==> src/rtl/mem_access_unit.sv <==
// mem_access_unit
//  MEM-stage data-memory access controller for the 16-bit pipeline. Loads and stores are
//  issued to a variable-latency data memory over a one-cycle mem_en request and a mem_ack
//  completion. The pipeline is stalled (stall_n=0) until the access finishes. Non-memory
//  instructions pass straight through with zero latency.
//
//  Optional feature: define MEM_PERF_CNT_EN to add the saturating perf_stall_cnt output,
//  which counts cycles with stall_n=0.
//
//  Ports
//   clk, rst_n        clock (rising edge), asynchronous active-low reset
//   flush             kill the instruction currently in MEM
//   in_valid          EX/MEM holds a valid instruction
//   MemRead/MemWrite  load / store (both set: store)
//   WriteReg_in       instruction writes the register file
//   addr_in, wdata_in effective address, store data
//   mem_en, mem_wr    request strobe (one cycle) and direction (1=write)
//   mem_addr/wdata    request address / write data, valid with mem_en
//   mem_ack, rdata    access complete, read data valid with mem_ack
//   stall_n           0 = hold EX/MEM and WB_data
//   WriteReg_out      register-file write enable towards WB_data
//   ALU_res_out       addr_in passed through combinationally
//   data_mem_out      last loaded data (rdata_q)
//   mem_err           sticky timeout flag
//   perf_stall_cnt    stall-cycle counter (MEM_PERF_CNT_EN only)
module mem_access_unit #(
    parameter int unsigned MEM_TIMEOUT = 63
`ifdef MEM_PERF_CNT_EN
    ,
    parameter int unsigned PERF_W = 16
`endif
) (
    input  logic        clk,
    input  logic        rst_n,
    input  logic        flush,
    input  logic        in_valid,
    input  logic        MemRead,
    input  logic        MemWrite,
    input  logic        WriteReg_in,
    input  logic [15:0] addr_in,
    input  logic [15:0] wdata_in,
    output logic        mem_en,
    output logic        mem_wr,
    output logic [15:0] mem_addr,
    output logic [15:0] mem_wdata,
    input  logic        mem_ack,
    input  logic [15:0] mem_rdata,
    output logic        stall_n,
    output logic        WriteReg_out,
    output logic [15:0] ALU_res_out,
    output logic [15:0] data_mem_out,
    output logic        mem_err
`ifdef MEM_PERF_CNT_EN
    ,
    output logic [PERF_W-1:0] perf_stall_cnt
`endif
);

    localparam logic [7:0] TimeoutCnt = 8'(MEM_TIMEOUT);

    typedef enum logic [1:0] {StIdle, StWait, StDone} state_e;

    state_e      state_q, state_d;
    logic [7:0]  wait_cnt_q, wait_cnt_d;
    logic        kill_q, kill_d;
    logic        wr_q, wr_d;          // direction of the access in flight
    logic        err_new_q, err_new_d; // in-flight access timed out
    logic        mem_err_q, mem_err_d;
    logic [15:0] rdata_q, rdata_d;
    logic        mem_op;

    assign mem_op       = in_valid & (MemRead | MemWrite);
    assign mem_addr     = addr_in;
    assign mem_wdata    = wdata_in;
    assign ALU_res_out  = addr_in;
    assign data_mem_out = rdata_q;
    assign mem_err      = mem_err_q;

    always_ff @(posedge clk or negedge rst_n) begin
        if (!rst_n) begin
            state_q    <= StIdle;
            wait_cnt_q <= 8'd0;
            kill_q     <= 1'b0;
            wr_q       <= 1'b0;
            err_new_q  <= 1'b0;
            mem_err_q  <= 1'b0;
            rdata_q    <= 16'h0000;
        end else begin
            state_q    <= state_d;
            wait_cnt_q <= wait_cnt_d;
            kill_q     <= kill_d;
            wr_q       <= wr_d;
            err_new_q  <= err_new_d;
            mem_err_q  <= mem_err_d;
            rdata_q    <= rdata_d;
        end
    end

    always_comb begin
        state_d      = state_q;
        wait_cnt_d   = wait_cnt_q;
        kill_d       = kill_q;
        wr_d         = wr_q;
        err_new_d    = err_new_q;
        mem_err_d    = mem_err_q;
        rdata_d      = rdata_q;
        mem_en       = 1'b0;
        mem_wr       = 1'b0;
        stall_n      = 1'b1;
        WriteReg_out = 1'b0;

        unique case (state_q)
            StIdle: begin
                if (mem_op && !flush) begin
                    mem_en     = 1'b1;
                    mem_wr     = MemWrite;
                    stall_n    = 1'b0;
                    wait_cnt_d = 8'd0;
                    wr_d       = MemWrite;
                    err_new_d  = 1'b0;
                    kill_d     = 1'b0;
                    state_d    = StWait;
                end else begin
                    // A flushed memory op also lands here and gets WriteReg_out=0.
                    WriteReg_out = WriteReg_in & in_valid & ~flush;
                end
            end
            StWait: begin
                stall_n    = 1'b0;
                wait_cnt_d = wait_cnt_q + 8'd1;
                if (flush) begin
                    kill_d = 1'b1;
                end
                // An ack on the last allowed cycle still wins over the timeout.
                if (mem_ack) begin
                    if (!wr_q) begin
                        rdata_d = mem_rdata;
                    end
                    state_d = StDone;
                end else if (wait_cnt_d == TimeoutCnt) begin
                    mem_err_d = 1'b1;
                    err_new_d = 1'b1;
                    rdata_d   = 16'h0000;
                    state_d   = StDone;
                end
            end
            StDone: begin
                WriteReg_out = WriteReg_in & ~kill_q & ~flush & ~err_new_q;
                kill_d       = 1'b0;
                state_d      = StIdle;
            end
            default: begin
                state_d = StIdle;
            end
        endcase

        // Outputs take their idle values while reset is held, even if EX/MEM shows a memory op.
        if (!rst_n) begin
            mem_en       = 1'b0;
            mem_wr       = 1'b0;
            stall_n      = 1'b1;
            WriteReg_out = 1'b0;
        end
    end

`ifdef MEM_PERF_CNT_EN
    always_ff @(posedge clk or negedge rst_n) begin
        if (!rst_n) begin
            perf_stall_cnt <= '0;
        end else if (!stall_n && (perf_stall_cnt != {PERF_W{1'b1}})) begin
            perf_stall_cnt <= perf_stall_cnt + {{(PERF_W - 1){1'b0}}, 1'b1};
        end
    end
`endif

endmodule

==> config.mk <==
export PLATFORM = sky130hd
export DESIGN_NAME = mem_access_unit
export DESIGN_NICKNAME = d
export VERILOG_FILES = /design/src/rtl/mem_access_unit.sv
export SDC_FILE = /design/constraint.sdc
export NUM_CORES = 1
export LEC_CHECK = 0
export CELL_PAD_IN_SITES_DETAIL_PLACEMENT = 0
export CELL_PAD_IN_SITES_GLOBAL_PLACEMENT = 2
export CORE_UTILIZATION = 17
export CTS_BUF_LIST = sky130_fd_sc_hd__clkbuf_16
export DETAILED_ROUTE_END_ITERATION = 6
export PLACE_DENSITY = 0.87
export SYNTH_ARGS = -nofsm -noshare
export SYNTH_HDL_FRONTEND = slang
export SYNTH_SLANG_ARGS = --single-unit
==> constraint.sdc <==
create_clock -name clk -period 1.6 [get_ports clk]
set_input_delay 0.32 -clock clk [delete_from_list [all_inputs] [get_ports clk]]
set_output_delay 0.32 -clock clk [all_outputs]
set_load 0.02 [all_outputs]
==> results.json <==
{
  "status": "finished with violations",
  "failed_checks": "setup timing",
  "pin_count": 125,
  "tightest_slew_ns": 0.277,
  "port_buffers": 44,
  "slowest_delay_ns": 0.43,
  "worstHoldPathType": "input pin to flip-flop",
  "tns_ns": -2.54,
  "cp-end-kind": "flip-flop",
  "skew_ns": 0.00462,
  "leakagePower_uw": 0.00116,
  "die_h_um": 106,
  "fin_crit_ns": 1.75,
  "cts_max_level": 2,
  "pre_cts_ws_ns": -0.893,
  "final_cell_count_no_fill": 360,
  "crit_buf_inv": 3,
  "period_share": 1.09,
  "postLayoutSetupSlackWorst_ns": -0.149,
  "worstPathCellList": "ha_4 -> nand3_4 -> nor3_2 -> buf_4 -> nor4_4 -> buf_6 -> buf_12 -> or2_2",
  "ctsRootBufferMaster": "clkbuf_16",
  "grt_pass1_wl_um": 7370,
  "grt_usage": 0.0857,
  "drive_gt1_frac": 0.433,
  "wl_per_cell_um": 13.6,
  "postCtsHoldBufs": 0,
  "synthFlopType": "dfrtp_1",
  "start_util": 0.176,
  "crit_type": "flip-flop to flip-flop",
  "worstPathRequired_ns": 1.76,
  "cap_violations": 0,
  "report.power.total_uw": 3760,
  "place.gp.congestion": 0.779,
  "final_max_slew_viol_count": 0,
  "rsz0062_at_grt": "true",
  "antenna_left": 0,
  "cts_buffer_depth": 2,
  "cts_buffers": 5,
  "num_vias": 1386,
  "post-dp-hpwl_um": 2870,
  "finalSetupViolations": 22,
  "drt_wl_total_um": 4890,
  "grt_pass1_vias": 1500,
  "dp_cells": 336,
  "synth_area_um2": 1830,
  "die_w_um": 106,
  "dr.pass1.iters": 4,
  "synthArstFlopShare": 1.00,
  "synth-seq-area-share": 0.411,
  "drc": 0,
  "slew_headroom": 0.810,
  "crit_fanout": 5,
  "clock.fmax_mhz": 572,
  "ir_drop_mv": 0.528,
  "grt_antenna_before_repair": 0,
  "dieArea_um2": 11200,
  "p_per_area_nw_per_um2": 1350,
  "cts_tree": "done",
  "clk_latency_ns": 0.28,
  "synth.most_common_cell": "buf_4",
  "syn2layout_area_growth_pct": 52.5,
  "vias_per_cell": 3.85,
  "cp-start-kind": "flip-flop",
  "cts.sinks": 30,
  "ys_warn_count": 0,
  "rows": 37,
  "core-area_um2": 10400,
  "first_iter_violations": 46,
  "clk_pin_slew_worst_paths_ns": 0.05,
  "synthTopCellsByCount": "buf_4, dfrtp_1, nor2_1",
  "grt_remaining_overflow": 0,
  "synthDistinctLibCells": 38,
  "cpLargestDelayFamily": "simple AND/OR/NAND/NOR gates",
  "grt_max_degree": 17,
  "syn-num-nets": 239,
  "syn_avg_cell_area_um2": 10.1,
  "synth_area_leaders": "dfrtp_1, buf_4, mux2i_1, nor2_1, o31ai_1",
  "netlist.area_leader.share": 0.411,
  "diodes": 0,
  "synth_cells": 181,
  "synth_edf_count": 0,
  "ys_ff_latch": 30,
  "final_nets": 281,
  "hold_viol": 0,
  "yosysTopAreaCell": "dfrtp_1",
  "cp.arrival_ns": 1.91,
  "slowest_stage": "dfrtp_2"
}
area by class of cell:
| type | instances | area, um^2 |
|---|---|---|
| Sequential cell | 30 | 753 |
| Clock buffer | 5 | 125 |
| Tap cell | 136 | 170 |
| Multi-Input combinational cell | 95 | 852 |
| Clock inverter | 3 | 16.3 |
| Inverter | 3 | 11.3 |
| Fill cell | 1090 | 7580 |
| Timing Repair Buffer | 88 | 858 |
sequential cells by signal (all words and copies together) (netlist names):
| signal | count |
|---|---|
| data_mem_out | 16 |
| err_new_q | 1 |
| kill_q | 1 |
| mem_err | 1 |
| state_q | 2 |
| wait_cnt_q | 8 |
| wr_q | 1 |
cell usage in the layout (no fill, tap or decap), types with 2 or more instances in the layout:
| cell type | instances |
|---|---|
| dfrtp_2 | 2 |
| buf_2 | 2 |
| nor2_2 | 12 |
| clkdlybuf4s50_1 | 34 |
| buf_6 | 11 |
| a21oi_1 | 5 |
| buf_12 | 2 |
| dfrtp_1 | 28 |
| clkbuf_16 | 5 |
| inv_1 | 2 |
| o21ai_0 | 2 |
| ha_4 | 2 |
| o21a_1 | 2 |
| xor2_1 | 2 |
| o2bb2ai_1 | 2 |
| dlymetal6s2s_1 | 2 |
| nor2_4 | 4 |
| and3_1 | 3 |
| nor2_1 | 3 |
| or2_2 | 2 |
| nand2_1 | 7 |
| nor4_4 | 2 |
| o31ai_1 | 5 |
| mux2i_1 | 16 |
| buf_16 | 2 |
| buf_4 | 34 |
worst min-delay path, cell delays in order:
cell	delay (ns)
buf_6	0.07
buf_4	0.10
mux2_2	0.13
metrics by stage:
stage                     hold slack, ns   util  cell area (um^2)
final                              0.373  0.269              2790
after global routing               0.372  0.269              2790
after CTS                          0.401  0.264              2740
after detailed placement           0.472  0.222              2300
after global placement             0.456  0.222              2300
after floorplan                   0.0244      -              1850
routing by layer:
| layer | global-route usage | vias up | share of wire |
|---|---|---|---|
| met1 | 0.101 | 658 | 0.40 |
| li1 | - | 657 | - |
| met3 | 0.0284 | 9 | 0.084 |
| met4 | 0.0367 | 0 | 0.014 |
| met2 | 0.141 | 62 | 0.50 |
| met5 | 0 | - | 0 |
final timing paths:
kind / start / to / slack (ns) / depth (start not counted)
max reg2reg: wait_cnt_q[1] / mem_err / -0.15 / 8
max in group asynchronous: rst_n / wait_cnt_q[1] / 0.84 / 4
min: MemWrite / wr_q / 0.37 / 3
min reg2reg: mem_err / mem_err / 0.48 / 1
max: wait_cnt_q[1] / mem_err / -0.15 / 8
min in group asynchronous: rst_n / wait_cnt_q[7] / 0.51 / 3
cells by family (layout without fill, tap and decap cells):
kind of cell | after synthesis | in the layout | synth area share
XOR/XNOR | 3 | 3 | 0.0144
AND/OR/NAND/NOR | 50 | 50 | 0.151
multiplexers | 17 | 17 | 0.0938
buffers and inverters | 56 | 99 | 0.225
AO/OA/AOI/OAI | 23 | 23 | 0.0904
adder cells (fa/ha/maj) | 2 | 2 | 0.0137
flip-flops | 30 | 30 | 0.411
what timing repair did:
item                                    in CTS  in global routing
endpoints found under the hold margin        0                  0
buffers inserted                            14                  1
resized for setup                           62                 27
pin swaps                                    7                 11
cloned                                       4                  0
endpoints found under the setup margin      26                 26
power breakdown:
| group | internal [uW] | leakage (uW) | switching [uW] |
|---|---|---|---|
| Sequential | 1030 | 0.000374 | 195 |
| Clock | 567 | 0.0000672 | 345 |
| Combinational | 851 | 0.000717 | 773 |
| Total | 2450 | 0.00116 | 1310 |
No activity file was read; power rests on OpenSTA's default activity.
